**config.mk**
```make
export PLATFORM = sky130hd
export DESIGN_NAME = px_burst_writer
export DESIGN_NICKNAME = d
export VERILOG_FILES = /design/src/rtl/px_burst_writer.sv
export SDC_FILE = /design/constraint.sdc
export NUM_CORES = 1
export LEC_CHECK = 0
export ABC_AREA = 1
export CORE_ASPECT_RATIO = 1.25
export CORE_UTILIZATION = 25
export DETAILED_ROUTE_END_ITERATION = 6
export GPL_TIMING_DRIVEN = 0
export PLACE_DENSITY_LB_ADDON = 0.25
export SKIP_CTS_REPAIR_TIMING = 1
export SYNTH_ARGS = -nofsm -noshare
export SYNTH_HDL_FRONTEND = slang
export SYNTH_SLANG_ARGS = --single-unit
```
**constraint.sdc**
```tcl
create_clock -name clk -period 3.6 [get_ports clk]
set_input_delay 0.72 -clock clk [delete_from_list [all_inputs] [get_ports clk]]
set_output_delay 0.72 -clock clk [all_outputs]
set_load 0.1 [all_outputs]
```
**src/rtl/px_burst_writer.sv**
```systemverilog
// Pixel FIFO plus REQ/GRANT + RDY/VLD burst writer for the pixel memory.
// Optional idle-flush timer: define PXWR_FLUSH_TIMEOUT_EN.
module px_burst_writer #(
    parameter int BURST_MAX  = 16,
    parameter int FIFO_DEPTH = 32,
    parameter int ADDR_W     = 20
) (
    input  logic              clk,
    input  logic              rst_n,
    input  logic [ADDR_W-1:0] frame_base,
    input  logic              in_vld,
    output logic              in_rdy,
    input  logic [15:0]       in_data,
    input  logic              in_sof,
    input  logic              in_eof,
    output logic              wr_req,
    input  logic              wr_grant,
    output logic [ADDR_W-1:0] wr_addr,
    output logic [3:0]        wr_burst,
    input  logic              wr_rdy,
    output logic              wr_vld,
    output logic [15:0]       wr_data,
    output logic              busy,
    output logic              frame_done
);

    localparam int AW = $clog2(FIFO_DEPTH);
    localparam int CW = AW + 1;
    localparam logic [CW-1:0] BMAX  = CW'(BURST_MAX);
    localparam logic [CW-1:0] DEPTH = CW'(FIFO_DEPTH);

    typedef enum logic [1:0] {IDLE, REQ, BURST} state_t;

    state_t            state_q, state_d;
    logic [15:0]       mem_q [FIFO_DEPTH];
    logic [AW-1:0]     wr_ptr_q, wr_ptr_d;
    logic [AW-1:0]     rd_ptr_q, rd_ptr_d;
    logic [CW-1:0]     count_q, count_d;
    logic [ADDR_W-1:0] cur_addr_q, cur_addr_d;
    logic [ADDR_W-1:0] addr_q, addr_d;
    logic [3:0]        burst_q, burst_d;
    logic [3:0]        beats_q, beats_d;
    logic              eof_pend_q, eof_pend_d;

    logic          push, pop, sof_ok;
    logic          full_go, eof_go, tmo;
    logic [CW-1:0] len, len_m1;

    assign sof_ok = (state_q == IDLE) && (count_q == '0) && !eof_pend_q;
    assign in_rdy = (count_q < DEPTH) && (!in_sof || sof_ok);
    assign push   = in_vld && in_rdy;
    assign wr_vld = (state_q == BURST);
    assign wr_req = (state_q == REQ);
    assign pop    = wr_vld && wr_rdy;

    assign wr_addr  = addr_q;
    assign wr_burst = burst_q;
    assign wr_data  = (count_q != '0) ? mem_q[rd_ptr_q] : 16'h0000;
    assign busy     = (count_q != '0) || (state_q != IDLE);

    assign full_go = (count_q >= BMAX);
    assign eof_go  = eof_pend_q && (count_q != '0);
    assign len     = full_go ? BMAX : count_q;
    assign len_m1  = len - CW'(1);

`ifdef PXWR_FLUSH_TIMEOUT_EN
    logic [9:0] idle_q, idle_d;

    assign tmo = (idle_q == 10'h3ff) && (state_q == IDLE) && (count_q != '0);

    always_comb begin
        idle_d = '0;
        if (state_q == IDLE && count_q != '0 && count_q < BMAX && !push && !tmo)
            idle_d = idle_q + 10'd1;
    end

    always_ff @(posedge clk or negedge rst_n) begin
        if (!rst_n) idle_q <= '0;
        else        idle_q <= idle_d;
    end
`else
    assign tmo = 1'b0;
`endif

    always_comb begin
        state_d    = state_q;
        wr_ptr_d   = wr_ptr_q + AW'(push);
        rd_ptr_d   = rd_ptr_q + AW'(pop);
        count_d    = count_q + CW'(push) - CW'(pop);
        cur_addr_d = cur_addr_q;
        addr_d     = addr_q;
        burst_d    = burst_q;
        beats_d    = beats_q;
        eof_pend_d = eof_pend_q;
        frame_done = 1'b0;

        unique case (state_q)
            IDLE: begin
                if (full_go || eof_go || tmo) begin
                    state_d = REQ;
                    addr_d  = cur_addr_q;
                    burst_d = len_m1[3:0];
                    beats_d = len_m1[3:0];
                end else if (eof_pend_q && count_q == '0) begin
                    frame_done = 1'b1;
                    eof_pend_d = 1'b0;
                end
            end
            REQ: begin
                if (wr_grant) state_d = BURST;
            end
            BURST: begin
                if (pop) begin
                    if (beats_q == 4'd0) begin
                        state_d    = IDLE;
                        cur_addr_d = cur_addr_q + ADDR_W'(burst_q) + ADDR_W'(1);
                    end else begin
                        beats_d = beats_q - 4'd1;
                    end
                end
            end
            default: state_d = IDLE;
        endcase

        // SOF is only accepted when idle and drained, so it never races a burst end
        if (push && in_sof) cur_addr_d = frame_base;
        if (push && in_eof) eof_pend_d = 1'b1;
    end

    always_ff @(posedge clk or negedge rst_n) begin
        if (!rst_n) begin
            state_q    <= IDLE;
            wr_ptr_q   <= '0;
            rd_ptr_q   <= '0;
            count_q    <= '0;
            cur_addr_q <= '0;
            addr_q     <= '0;
            burst_q    <= '0;
            beats_q    <= '0;
            eof_pend_q <= 1'b0;
        end else begin
            state_q    <= state_d;
            wr_ptr_q   <= wr_ptr_d;
            rd_ptr_q   <= rd_ptr_d;
            count_q    <= count_d;
            cur_addr_q <= cur_addr_d;
            addr_q     <= addr_d;
            burst_q    <= burst_d;
            beats_q    <= beats_d;
            eof_pend_q <= eof_pend_d;
        end
    end

    always_ff @(posedge clk) begin
        if (push) mem_q[wr_ptr_q] <= in_data;
    end

endmodule

```
[Yosys cells after proc, flatten, opt, wreduce, memory -nomap -nowiden]
Memories as Yosys holds them, arrays and structs flattened.
Cells that the tools add are included.
Widths: inputs -> output; s select.
Operators by class
  equal/unequal tests: 8
  $lt $le $gt $ge: 2
  multiplexer cells: 24
  reduce and logical (&&, ||, !) cells: 30
  add/sub/neg operators: 8
Operators with widths (count)
  $mux 20: 4
  $add 20x1->20 const B: 1
  $add 20x4->20: 1
  $mux 16: 1
  $mux 4: 4
  $reduce_bool 2->1: 7
  $add 5x1->5: 2
  $ne 2x1->1 const B: 5
  $logic_and 1x1->1: 9
  $mux 1: 9
  $mux 2: 4
  $pmux 4 s2: 1
  $reduce_and 4->1: 2
  $sub 4x1->4 const B: 2
  $add 6x1->6: 1
  $ge 6x5->1 const B: 1
  $logic_not 6->1: 1
  $lt 6x6->1 const B: 1
  $pmux 2 s3: 1
  $reduce_and 3->1: 2
  $reduce_bool 6->1: 1
  $sub 6x1->6: 1
  $logic_not 4->1: 1
  $logic_or 1x1->1: 3
  other kinds (6): 7
Word-level totals
  input bits: 43
  bits in registers: 67
  logic and storage cells: 82
  bits in writable memories: 512
  memories kept: 1
  output and inout port bits: 45
Memory list
  mem_q: words 32, width 16, rd ports 1, clocked after Yosys merged registers in 0, write ports 1, line 35  | logic [15:0] mem_q [FIFO_DEPTH];

[Depth between registers and ports, before layout]
  word-level depth: 9
  mapped depth: 18
  mapped depth without buffers: 18

[Worst setup path before layout]
OpenSTA, ideal clock, no wires.
  path type: reg-to-output
  start point: reg count_q[5]
  end point: out frame_done
  path buffers: 0
  cell stages (with the launch flop): 7
  path slack: 299 ps
  arrival time: 2581 ps
  path through: dfrtp_1 inv_1 ha_1 nand2_1 inv_2 nand3_4 nor2_1
Between the ends
  word-level cells in the longest chain between the ends: 5
  elaborated cells on any way between the ends: 9
RTL lines
  start: declaration: line 38  | logic [CW-1:0] count_q, count_d;
  start signal: assignment: line 145  | count_q <= count_d;
  branches (longest 3 deep; another with $ge 6x5->1)
  $mux 1 *: line 99  | if (full_go || eof_go || tmo) begin
  $mux 1 *: line 97  | unique case (state_q)
  end: declaration: line 24  | output logic frame_done
Every way passes the cells marked *.

[Worst setup path in the final report]
  start point: reg rd_ptr_q[0]
  end point: out wr_data[10]
Between the ends
  word-level cells in the longest chain between the ends: 2
RTL lines
  start: declaration: line 37  | logic [AW-1:0] rd_ptr_q, rd_ptr_d;
  start signal: assignment: line 144  | rd_ptr_q <= rd_ptr_d;
  $mem_v2 32x16
  $mux 16: line 58  | assign wr_data = (count_q != '0) ? mem_q[rd_ptr_q] : 16'h0000;
  end: declaration: line 22  | output logic [15:0] wr_data,
No other way between the ends.

==> metrics.cfg <==
[floorplan]
die_area_sq_um=98600
initial_core_util_pct=25.3
die_x_microns=281
core_sq_um=96100
die_y_microns=351
rows=127
io_pins=88

[clock_network]
cts_made_buffers=61
h-tree-depth=2
clk_pin_slew_worst_paths_ns=0.06
clock_latency_ns=0.67
tritoncts=built
clock-sinks=579
cts_buffer_depth=3
cts_root_buffer=clkbuf_16

[critical_path]
worst-path-buf-inv=5
slowest_delay_ns=0.44
crit_chain=buf_12, buf_12, clkbuf_16, buf_8, nor2_1, nor2_1, o21ai_0, o21ai_1, a21oi_2, nand2_1, nand2_1, nor2_2, buf_12
required_ns=2.88
cp-start-kind=flop
crit_top_cell=buf_12
path_class=reg2out
crit_family=buffers and inverters
r2r_cells=16
crit_cells=13
slowest_stage=dfrtp_2
ff2ff_setup_slack_ns=0.44
crit_arrival_ns=2.81
endpoint_kind=output pin
critPathMaxFanout=10

[timing]
fin_crit_sh_pct=98.1
hold_viol_final=0
tightest_slew_ns=1.05
slew_violations=0
setup_viol=0
rsz0062_at_grt=true
max_freq_ghz=0.283
finalCriticalPeriod_ns=3.53
finalSetupTns_ns=0
slew_headroom_pct=29.8
clock_skew_ns=0.0459

[global_route]
met1_usage_pct=20.0
grt_util_met3_pct=2.22
grt_pass1_wl_microns=117000
overflow=0
busiest_layer=met2
use_met2_pct=28.9
track_usage_pct=16.4
grt_max_degree=43
antenna_found_initial=0
grt_pass1_vias=16600

[pwr]
powerDensity_nw_per_um2=912
cellLeakagePower_uw=0.0107
ir_worst_vdd_uv=808
power_uw=27700

[min_path]
min-delay-path-class=in2async

[logic_synthesis]
ys_types=41
ys.flop_type=edfxtp_1
syn_area_per_cell_sq_um=11.4
yosys.area.top_type_share_pct=63.2
yosys_register_bits=579
synthTopCellsByCount=edfxtp_1 (512), nor2_1 (413), nand2_1 (326)
synth_area_leaders=edfxtp_1 (63%), dfrtp_1 (6.9%), nor2_1 (6.4%)
ys_async_sr_fraction_pct=11.6
syn-num-nets=2190
yosysMostFrequentCell=edfxtp_1
synth_edf_count=512
synth_cells=2127
syn_area_sq_um=24300
ys.warnings.count=0
synth_top_area_cell=edfxtp_1
synth_seq_area_share_pct=70.1

[detailed_routing]
ant_nets=0
drc=0
first_iter_violations=1372
wl_per_cell_microns=22.3
via_count=16900
drt_wl_total_microns=81400
routed_via_density=4.63
dr.pass1.iters=5

[cells_and_area]
fin_area_sq_um=30300
fin_util_pct=31.6
drive_gt1_share_pct=17.0
syn2layout_area_growth_pct=24.7
num_antenna_cells=0
nets=2381

[place]
port_buffers=87
gp_congestion=0.919
hpwl_microns=56200
place_area_sq_um=27400

[outcome]
outcome=complete, no violations

[run]
drv_cap=0

[registers in the layout, summed over array words and instances, names as in the netlist]
register,flops
count_q,6
beats_q,4
eof_pend_q,1
cur_addr_q,20
rd_ptr_q,5
wr_addr,20
wr_burst,4
mem_q,512
wr_ptr_q,5
state_q,2
[layer usage]
| layer | share of wire (%) | up-vias |
|---|---|---|
| met4 | 4.2 | 0 |
| met5 | 0 | - |
| met2 | 50 | 559 |
| met3 | 5.0 | 123 |
| met1 | 41 | 8376 |
| li1 | - | 7844 |
[power by group]
group / internal (uW) / switching, uW
registers: 7700 / 286
clock network: 3680 / 2800
logic: 3940 / 9260
total: 15300 / 12300
[worst paths after layout]
| path | start | endpoint |
|---|---|---|
| worst min-delay path | rst_n | wr_addr[18]$_DFFE_PN0P_ |
| worst max-delay path | rd_ptr_q[0]$_DFF_PN0_ | wr_data[10] |
| worst min register to register | wr_addr[8]$_DFFE_PN0P_ | wr_addr[8]$_DFFE_PN0P_ |
| worst max register to register | count_q[5]$_DFF_PN0_ | count_q[4]$_DFF_PN0_ |
| min in group clk | wr_addr[8]$_DFFE_PN0P_ | wr_addr[8]$_DFFE_PN0P_ |
| max in group asynchronous | rst_n | beats_q[2]$_DFFE_PN0P_ |
[per-stage QoR]
| stage | cells | hold slack [ns] | setup WS, ns |
|---|---|---|---|
| finish | 3654 | 0.0198 | 0.0668 |
| CTS | 3648 | -0.00174 | -1.64 |
| global placement | 3504 | 0.481 | -0.892 |
| detailed placement | 3539 | 0.477 | -0.897 |
| floorplan | 2127 | 0.424 | 0.299 |
| global route | 3654 | 0.0242 | -0.0424 |
[cells by family after synthesis]
kind of cell	after synthesis	share of synthesized area, %
buffers and inverters	205	3.85
AND/OR/NAND/NOR	895	15.2
AO/OA/AOI/OAI	413	9.32
flip-flops	579	70.1
adder cells (fa/ha/maj)	20	1.09
XOR/XNOR	15	0.540
[area by class of cell]
type,instances,area (sq um)
multi-input combinational,1343,6800
timing repair buffer,128,1630
clock inverter,35,438
tap,1290,1610
inverter,92,354
sequential,579,17100
fill,9693,65800
buffer,113,866
clock buffer,74,1600
[layout by cell type, fill, tap and decap left out, types with 6 or more instances in the layout]
master / Yosys / routed
edfxtp_1: 512 / 512
nor2_1: 413 / 349
nand2_1: 326 / 321
o21ai_0: 266 / 254
nand3_1: 131 / 115
inv_1: 85 / 83
dfrtp_1: 67 / 66
clkbuf_16: 0 / 62
o211ai_1: 57 / 57
clkdlybuf4s50_1: 0 / 51
nor2_2: 3 / 49
o21ai_1: 25 / 36
clkbuf_2: 1 / 32
o22ai_1: 38 / 32
buf_8: 1 / 28
buf_12: 0 / 26
buf_2: 16 / 25
clkbuf_1: 65 / 23
clkbuf_4: 0 / 23
nor2_4: 3 / 21
buf_6: 10 / 21
ha_1: 18 / 18
nand3_2: 0 / 16
buf_4: 15 / 13
a21oi_1: 24 / 12
xor2_1: 11 / 11
a21oi_2: 1 / 11
clkinv_2: 0 / 10
clkinvlp_4: 0 / 9
nand2_2: 3 / 8
bufinv_16: 0 / 7
clkinv_1: 3 / 6
o22ai_2: 0 / 6
buf_16: 0 / 6
Note: power is estimated with default switching activity, not from simulation.
